<file path="src/rtl/btn_debounce_n.sv">
// Multi-channel push-button conditioner: per-channel synchroniser, counter-based
// stability filter, registered press/release strobes and a press-toggled level.
module btn_debounce_n #(
  parameter int N_CH        = 4,
  parameter int SYNC_STAGES = 3,
  parameter int STABLE_CNT  = 1000000
) (
  input  logic            clk,
  input  logic            rst,
  input  logic [N_CH-1:0] btn_in,
  output logic [N_CH-1:0] btn_out,
  output logic [N_CH-1:0] btn_rise,
  output logic [N_CH-1:0] btn_fall,
  output logic [N_CH-1:0] btn_toggle
);

  localparam int CNT_W = (STABLE_CNT > 1) ? $clog2(STABLE_CNT) : 1;
  localparam logic [CNT_W-1:0] CNT_MAX = CNT_W'(STABLE_CNT - 1);

  for (genvar ch = 0; ch < N_CH; ch++) begin : g_ch
    logic [SYNC_STAGES-1:0] sync_q;
    logic                   sync_bit;
    logic [CNT_W-1:0]       cnt_q, cnt_d;
    logic                   out_q, out_d;
    logic                   rise_q, rise_d;
    logic                   fall_q, fall_d;
    logic                   tog_q, tog_d;

    assign sync_bit = sync_q[SYNC_STAGES-1];

    always_ff @(posedge clk or posedge rst) begin
      if (rst) begin
        sync_q <= '0;
      end else begin
        sync_q <= {sync_q[SYNC_STAGES-2:0], btn_in[ch]};
      end
    end

    // The counter only runs while the synchronised level disagrees with the
    // accepted level; reaching CNT_MAX accepts it and fires the matching strobe.
    always_comb begin
      cnt_d  = cnt_q;
      out_d  = out_q;
      rise_d = 1'b0;
      fall_d = 1'b0;
      tog_d  = tog_q;
      if (sync_bit == out_q) begin
        cnt_d = '0;
      end else if (cnt_q == CNT_MAX) begin
        cnt_d  = '0;
        out_d  = sync_bit;
        rise_d = sync_bit;
        fall_d = ~sync_bit;
        tog_d  = tog_q ^ sync_bit;
      end else begin
        cnt_d = cnt_q + CNT_W'(1);
      end
    end

    always_ff @(posedge clk or posedge rst) begin
      if (rst) begin
        cnt_q  <= '0;
        out_q  <= 1'b0;
        rise_q <= 1'b0;
        fall_q <= 1'b0;
        tog_q  <= 1'b0;
      end else begin
        cnt_q  <= cnt_d;
        out_q  <= out_d;
        rise_q <= rise_d;
        fall_q <= fall_d;
        tog_q  <= tog_d;
      end
    end

    assign btn_out[ch]    = out_q;
    assign btn_rise[ch]   = rise_q;
    assign btn_fall[ch]   = fall_q;
    assign btn_toggle[ch] = tog_q;
  end

endmodule

</file>
<file path="config.mk">
export PLATFORM = sky130hd
export DESIGN_NAME = btn_debounce_n
export DESIGN_NICKNAME = d
export VERILOG_FILES = /design/src/rtl/btn_debounce_n.sv
export SDC_FILE = /design/constraint.sdc
export NUM_CORES = 1
export LEC_CHECK = 0
export CELL_PAD_IN_SITES_DETAIL_PLACEMENT = 0
export CELL_PAD_IN_SITES_GLOBAL_PLACEMENT = 1
export CORE_UTILIZATION = 48
export DETAILED_ROUTE_END_ITERATION = 10
export PLACE_DENSITY = 0.86
export SYNTH_ARGS = -nofsm -noshare
export SYNTH_HDL_FRONTEND = slang
export SYNTH_SLANG_ARGS = --single-unit
</file>
<file path="constraint.sdc">
create_clock -name clk -period 4.5 [get_ports clk]
set_input_delay 0.675 -clock clk [delete_from_list [all_inputs] [get_ports clk]]
set_output_delay 0.675 -clock clk [all_outputs]
set_load 0.01 [all_outputs]
</file>
Yosys cells after proc, flatten, opt, wreduce, memory -nomap -nowiden
Cells that the tools add are included.
- bits in registers: 108
- bits in latches: 0
- bits in writable memories: 0
- ROM bits: 0
- input bits: 6
- output and inout bits: 16
- word-level logic and storage cells: 76
- memories: 0
- add/subtract/negate cells: 4
- $mul: 0
- div/mod/pow operators: 0
- magnitude comparators: 0
- eq/ne operators: 8
- shift-type cells: 0
- mux-type cells: 24
- bitwise logic cells: 12
- reduce and logical (&&, ||, !) cells: 4
- operator list (operator ; count):
    2-to-1 mux 20 bit ; 8
    adder 20 x 1 -> 20 bit (second input constant) ; 4
    equality test 20 bit (second input constant) ; 4
    2-to-1 mux 1 bit ; 16
    inverter 1 bit ; 8
    AND reduction 2 bit ; 4
    equality test 1 bit ; 4
    XOR 1 bit ; 4

Longest topological paths before layout
Gate-level depths: netlist of run 1.
- depth after elaboration: 3
- gate-level depth with buffers: 6
- depth with buffers taken out: 5

Worst setup path after synthesis of run 1
OpenSTA, ideal clock, no wires.
- path type: register to register
- start: reg g_ch[0].cnt_q[12]
- end: reg g_ch[0].cnt_q[10]
- library setup time: 0.119 ns
- arrival time: 1.916 ns
- data required time: 4.381 ns
- setup slack: 2.466 ns
- cell stages (with the launch flop): 6
- path buffers: 1
- clock period less this slack: 2.034 ns
- path through: dfrtp_1 or4_1 or4_4 o21ai_4 buf_6 nor2_1
- cells in the longest elaborated chain, start to end: 3
- ends and longest elaborated chain (item ; line ; text):
    start, declared ; 23 ; logic [CNT_W-1:0] cnt_q, cnt_d;
    start signal, assigned ; 68 ; cnt_q <= cnt_d;
    equality test 20 bit ; 49 ; end else if (cnt_q == CNT_MAX) begin
    2-to-1 mux 20 bit ; 49 ;
    2-to-1 mux 20 bit ; 47 ; if (sync_bit == out_q) begin
    named net g_ch[0].cnt_d[10] ; 23 ;
The timed path passes the listed nets, and every way through them passes these cells.
A chain may end at the register's enable or synchronous reset.

Final worst setup path of run 1
- start: reg g_ch[3].cnt_q[16]
- end: reg g_ch[3].cnt_q[2]
- cells in the longest elaborated chain, start to end: 3
- ends and longest elaborated chain (item ; line):
    start, declared ; 23
    start signal, assigned ; 68
    equality test 20 bit ; 49
    2-to-1 mux 20 bit ; 49
    2-to-1 mux 20 bit ; 47
    named net g_ch[3].cnt_d[2] ; 23
The timed path passes the listed nets, and every way through them passes these cells.

==> impl_metrics.csv, run 1 <==
group,metric,value,unit
run_status,status,"finished, final reports clean",
timing,hold_viol,0,
setup_path,crit_chain,"nand3_1 > or4b_2 > o31ai_2 > buf_4 > nor2_1",
synthesis,async_flop_share,1.000,
grt,met3_usage,0.04574,
timing,setup_tns,0,ns
power,p_seq_frac,0.576,
power,p_switching,367.6,uW
detailed_routing,vias,3466,
timing,fin_crit_sh,0.5204,
synthesis,synth-seq-cells,108,
grt,grt_pass1_wl,15610,um
setup_path,crit_fanout,11,
detailed_routing,drc,0,
timing,final.setup_skew,0.009534,ns
placement,place_area,0.005284,mm^2
worst_hold_path,hp-class,"flip-flop to flip-flop",
setup_path,startpoint_type,"flip-flop",
clock_network,cts_sinks,108,
timing,finalMaxSlewViolations,0,
placement,finalWeightedCongestion,0.7991,
clock_network,insertion_delay,0.37,ns
synthesis,synth_flop_cell,"dfrtp_1",
timing,fmax,427.0,MHz
setup_path,cpPeakStageDelay,0.68,ns
clock_network,htreeDepth,3,
clock_network,hold_buffers,0,
synthesis,syn-num-nets,492,
setup_path,critPathSlowestCell,"or4b_2",
placement,dp_worst_setup_slack,2.125,ns
timing,layout_min_cycle_time,2.342,ns
grt,grt_pass1_vias,3396,
power,vdd_drop_max,0.1947,mV
grt,grt-busiest-layer,"met2",
detailed_routing,wl_per_cell,13.79,um
final_layout,final_util,0.5386,
timing,rsz0062_at_grt,"no",
synthesis,syn_area_per_cell,10.46,um^2
final_layout,layout-drive-gt1-share,0.07099,
detailed_routing,drt_iter0_markers,116,
power,power_density,314.3,mW/mm^2
setup_path,end_kind,"flip-flop",
final_layout,finalNetCount,500,
die,dieWidth,104.5,um
grt,gr-usage-met1,0.2316,
timing,setup_viol,0,
power,p_comb_frac,0.034,
final_layout,fin_area,0.005510,mm^2
clock_network,post-cts-setup-buffers,0,
run,maxCapViolations,0,
detailed_routing,first_pass_iters,4,
grt,use_met2,0.2919,
detailed_routing,routed_wirelength,8677,um
synthesis,yosysWarnings,0,
die,start_util,0.4928,
die,die_y,104.5,um
power,clockPowerShare,0.390,
detailed_routing,antenna_left,0,
clock_network,cts_buffers,9,
die,rows,37,
setup_path,arrival,2.61,ns
final_layout,num_antenna_cells,0,
placement,portBuffers,21,
clock_network,clockRootBuffer,"clkbuf_8",
timing,slew-limit-headroom,0.4849,
synthesis,syn_inst,482,
setup_path,cp_data_required_time,4.76,ns
clock_network,clockBufferDepth,2,
clock_network,tritoncts,"yes",
detailed_routing,vias_per_cell,5.510,
setup_path,path_class,"flip-flop to flip-flop",
die,fp.coreArea,0.01023,mm^2
synthesis,netlist_area,0.005042,mm^2
power,p_int,1364,uW
clock_network,clk_pin_slew,0.10,ns
power,p_leak,0.002251,uW
die,dieArea,0.01092,mm^2
die,io_pins,22,
setup_path,r2r_setup_slack,2.16,ns
grt,antenna_found_initial,0,
grt,overflow,0,
clock_network,cts_resized,0,
synthesis,synth-seq-area-share,0.5360,
power,power.share.switching,0.2123,
synthesis,synth_edf_count,0,
final_layout,syn_to_final_growth,9.280,%
grt,grtUsageTotal,0.1773,
grt,grt_max_degree,59,
placement,hpwl,5915,um
timing,tightest_slew,0.7680,ns
timing,setup_slack,2.158,ns
synthesis,ys_types,42,
-- metal layers --
metal | wire length [um] | vias to the layer above
met3 | 246 | 4
li1 | - | 1707
met1 | 4119 | 1715
met4 | 47 | 0
met5 | 0 | -
met2 | 4263 | 40
-- state kept, by name (all words and copies together) (netlist names) --
name,flops
g_ch.out_q,4
g_ch.rise_q,4
g_ch.tog_q,4
g_ch.cnt_q,80
g_ch.fall_q,4
g_ch.sync_q,12
-- worst paths after layout --
path,startpoint,to,cells past startpoint
max in group asynchronous,rst,g_ch[0].rise_q,3
min reg2reg,g_ch[0].sync_q[1],g_ch[0].sync_q[2],0
max,g_ch[3].cnt_q[16],g_ch[3].cnt_q[2],5
max reg2reg,g_ch[3].cnt_q[16],g_ch[3].cnt_q[2],5
min,g_ch[0].sync_q[1],g_ch[0].sync_q[2],0
min in group asynchronous,rst,g_ch[1].cnt_q[16],2
-- through the flow --
step	total power, uW	std cells	hold slack [ns]
after floorplan	1056	482	0.3312
after global placement	1075	615	0.3349
after detailed placement	1077	615	0.3355
after CTS	1755	629	0.3591
after global routing	1809	629	0.3639
final	1732	629	0.3591
-- cells in the mapped netlist, drive strengths merged (13+ instances only) --
cell type,n,area [um^2]
dfrtp,108,2703
nor2,59,221.5
xor2,37,324.1
nand3,32,165.2
nand2,28,105.1
buf,23,161.4
a21oi,22,110.1
xnor2,21,183.9
or4,17,131.4
nand4,15,93.84
o31ai,15,126.4
nor4,13,102.6
o21ai,13,76.33
or3,13,81.33
-- critical path, delay by kind of cell (launching register included) --
| family | cells | cell delay, ns |
|---|---|---|
| compound gates | 1 | 0.66 |
| flops | 1 | 0.41 |
| simple gates | 3 | 0.86 |
| buf+inv | 1 | 0.30 |
-- power groups by stage --
| stage | clock [uW] | sequential (uW) | combinational [uW] |
|---|---|---|---|
| 6_report | 676 | 997 | 59.3 |
| 5_1_grt | 740 | 1000 | 69.5 |
| 4_1_cts | 696 | 997 | 61.8 |
| 3_5_place_dp | 0 | 1020 | 61.5 |
| 3_3_place_gp | 0 | 1020 | 59.9 |
| 2_1_floorplan | 0 | 1010 | 43.2 |
-- final cells by class --
cell class | count | area (um^2)
tap | 136 | 170.2
timing repair buffer | 25 | 240.2
multi-input combinational | 335 | 2127
inverter | 11 | 43.79
clock buffer | 9 | 123.9
fill | 910 | 4721
clock inverter | 5 | 102.6
sequential | 108 | 2703
-- placed cells by master (no fill, tap or decap), types with 2 or more instances in the layout --
master / synthesis / final
and4_1: 5 / 5
or3_1: 13 / 13
ha_1: 4 / 4
or4_1: 16 / 16
nor3_1: 8 / 8
nand2b_1: 3 / 3
o31ai_2: 0 / 2
buf_4: 16 / 4
xnor2_1: 21 / 21
nor4_1: 11 / 11
bufinv_16: 0 / 3
nor4b_1: 3 / 3
or4b_2: 2 / 2
and3_1: 9 / 9
clkbuf_8: 0 / 9
or4b_1: 2 / 2
dfrtp_1: 108 / 108
inv_1: 11 / 10
nand3_1: 31 / 31
a21oi_1: 22 / 22
mux2_2: 3 / 3
o21ai_0: 12 / 12
xor2_1: 37 / 37
nor3b_1: 2 / 2
nand2_1: 28 / 28
and3b_1: 2 / 2
or2_2: 2 / 2
nand4_1: 15 / 15
o31ai_1: 14 / 12
nor2_1: 59 / 59
clkdlybuf4s50_1: 0 / 21
-- cells by family (layout without fill, tap and decap cells) --
kind of cell,count (synthesis),count (layout),share of synthesized area
adder cells (fa/ha/maj),4,4,0.009926
AND/OR/NAND/NOR,220,220,0.2405
flip-flops,108,108,0.5360
buffers and inverters,39,50,0.04417
multiplexers,3,3,0.006699
AO/OA/AOI/OAI,50,50,0.06204
XOR/XNOR,58,58,0.1007
Note: power is estimated with default switching activity, not from simulation.
==> run 2, diff against run 1 <==
--- a/config.mk
+++ b/config.mk
@@ -7,9 +7,9 @@
 export LEC_CHECK = 0
 export CELL_PAD_IN_SITES_DETAIL_PLACEMENT = 0
 export CELL_PAD_IN_SITES_GLOBAL_PLACEMENT = 1
-export CORE_UTILIZATION = 48
+export CORE_UTILIZATION = 43
 export DETAILED_ROUTE_END_ITERATION = 10
-export PLACE_DENSITY = 0.86
+export PLACE_DENSITY = 0.82
 export SYNTH_ARGS = -nofsm -noshare
 export SYNTH_HDL_FRONTEND = slang
 export SYNTH_SLANG_ARGS = --single-unit
==> constraint.sdc (replaced) <==
create_clock -name clk -period 2.1 [get_ports clk]
set_input_delay 0.315 -clock clk [delete_from_list [all_inputs] [get_ports clk]]
set_output_delay 0.315 -clock clk [all_outputs]
set_load 0.01 [all_outputs]
==> impl_metrics.csv, run 2 (synthesis gave the netlist of run 1 again) <==
group,metric,value,unit
final_layout,final_cell_mix,"107 x dfrtp_1, 59 x nor2_1, 37 x xor2_1",
placement,hpwl,6363,um
die,dieArea,0.01216,mm^2
final_layout,layout_commonest_cell,"dfrtp_1",
final_layout,fin_cells,655,
final_layout,finalNetCount,517,
worst_hold_path,hp-class,"primary input to async pin",
grt,grtUsageTotal,0.1678,
timing,setup_viol,0,
detailed_routing,routed_wirelength,9086,um
timing,fin_crit_sh,0.9749,
final_layout,regMostFlops,"g_ch.cnt_q",
setup_path,startpoint_type,"flip-flop",
detailed_routing,first_pass_iters,4,
timing,layout_min_cycle_time,2.047,ns
timing,rsz0062_at_grt,"no",
final_layout,largest_reg_flops,80,
clock_network,clk_pin_slew,0.07,ns
grt,met3_usage,0.04997,
die,dieWidth,110.3,um
grt,grt-busiest-layer,"met2",
die,fp.coreArea,0.01142,mm^2
detailed_routing,vias_per_cell,5.417,
grt,use_met2,0.2662,
setup_path,arrival,2.29,ns
timing,hold_viol,0,
timing,fmax,488.4,MHz
placement,portBuffers,21,
die,io_pins,22,
die,rows,39,
grt,antenna_found_initial,0,
grt,gr-usage-met1,0.2237,
detailed_routing,drc,0,
timing,finalMaxSlewViolations,0,
grt,grt_pass1_wl,15880,um
setup_path,crit_fanout,4,
run_status,status,"finished, final reports clean",
setup_path,cp_data_required_time,2.34,ns
final_layout,reg_top3,"g_ch.cnt_q: 80 flops, g_ch.sync_q: 12 flops",
placement,place_area,0.005464,mm^2
clock_network,clockBufferDepth,2,
clock_network,clockRootBuffer,"clkbuf_16",
final_layout,num_antenna_cells,0,
timing,setup_tns,0,ns
final_layout,nFillCells,1038,
detailed_routing,drt_iter0_markers,179,
clock_network,tritoncts,"yes",
power,power_density,692.2,mW/mm^2
grt,grt_max_degree,31,
die,start_util,0.4416,
clock_network,cts_buffers,9,
final_layout,fin_area,0.005777,mm^2
timing,final.setup_skew,0.008636,ns
placement,dp_cells,638,
run,maxCapViolations,0,
setup_path,path_class,"flip-flop to flip-flop",
final_layout,syn_to_final_growth,14.57,%
power,p_leak,0.002380,uW
timing,slew-limit-headroom,0.6796,
setup_path,end_kind,"flip-flop",
detailed_routing,wl_per_cell,13.87,um
power,vdd_drop_max,0.6821,mV
final_layout,layout-drive-gt1-share,0.1074,
detailed_routing,vias,3548,
grt,overflow,0,
clock_network,insertion_delay,0.35,ns
clock_network,htreeDepth,3,
die,die_y,110.3,um
detailed_routing,antenna_left,0,
placement,finalWeightedCongestion,0.8029,
grt,grt_pass1_vias,3403,
timing,tightest_slew,0.4796,ns
clock_network,cts_sinks,108,
run 2: critical path, stage by stage (launching register included):
cell	delay, ns
dfrtp_1	0.41
or4_1	0.52
or4_4	0.57
or2_1	0.26
and3_1	0.18
run 2: repair_timing:
action,in CTS,in global routing
endpoints found under the setup margin,0,2
hold buffers,0,0
setup buffers,0,1
resized for setup,0,2
run 2: final cells by class:
class	count	area [um^2]	share of cell area
clock buffer	10	229.0	0.03964
clock inverter	6	71.32	0.01235
inverter	11	45.04	0.007797
multi-input combinational	335	2131	0.3689
sequential	108	2704	0.4681
tap	143	178.9	0.03097
timing repair buffer	42	417.9	0.07234
run 2: final timing paths:
kind,start,end,slack [ns],cells past startpoint
min,rst,g_ch[1].sync_q[1],0.33,2
max reg2reg,g_ch[0].cnt_q[13],g_ch[0].cnt_q[1],0.05,4
max,g_ch[0].cnt_q[13],g_ch[0].cnt_q[1],0.05,4
min reg2reg,g_ch[0].sync_q[1],g_ch[0].sync_q[2],0.35,0
min in group clk,g_ch[0].sync_q[1],g_ch[0].sync_q[2],0.35,0
max in group asynchronous,rst,g_ch[0].rise_q,1.27,3
run 2: through the flow:
step	power (uW)	setup WS, ns	util	hold slack (ns)
floorplan	2264	0.06556	-	0.3312
global route	4163	0.003571	0.5059	0.3501
global placement	2328	0.09091	0.4785	0.3342
finish	3999	0.05263	0.5059	0.3303
CTS	4064	0.03642	0.5048	0.3358
detailed placement	2332	0.04153	0.4785	0.3347
run 2: report_power, final:
part	switching [uW]	total [uW]	internal, uW
logic	93.8	150	55.8
clock network	774	1710	938
registers	28.8	2140	2110
total	896	4000	3100
run 2: metal layers:
layer	part of all wire	routed length, um	vias up
met2	0.48	4373	38
met4	0.013	117	0
li1	-	-	1739
met1	0.48	4339	1761
met3	0.028	255	10
met5	0	0	-
==> run 3, diff against run 2 <==
--- a/config.mk
+++ b/config.mk
@@ -8,6 +8,7 @@
 export CELL_PAD_IN_SITES_DETAIL_PLACEMENT = 0
 export CELL_PAD_IN_SITES_GLOBAL_PLACEMENT = 1
 export CORE_UTILIZATION = 43
+export CTS_CLUSTER_SIZE = 30
 export DETAILED_ROUTE_END_ITERATION = 10
 export PLACE_DENSITY = 0.82
 export SYNTH_ARGS = -nofsm -noshare
==> results of run 3 <==
No change in the layout: final DEF, timing and power equal those of run 2.
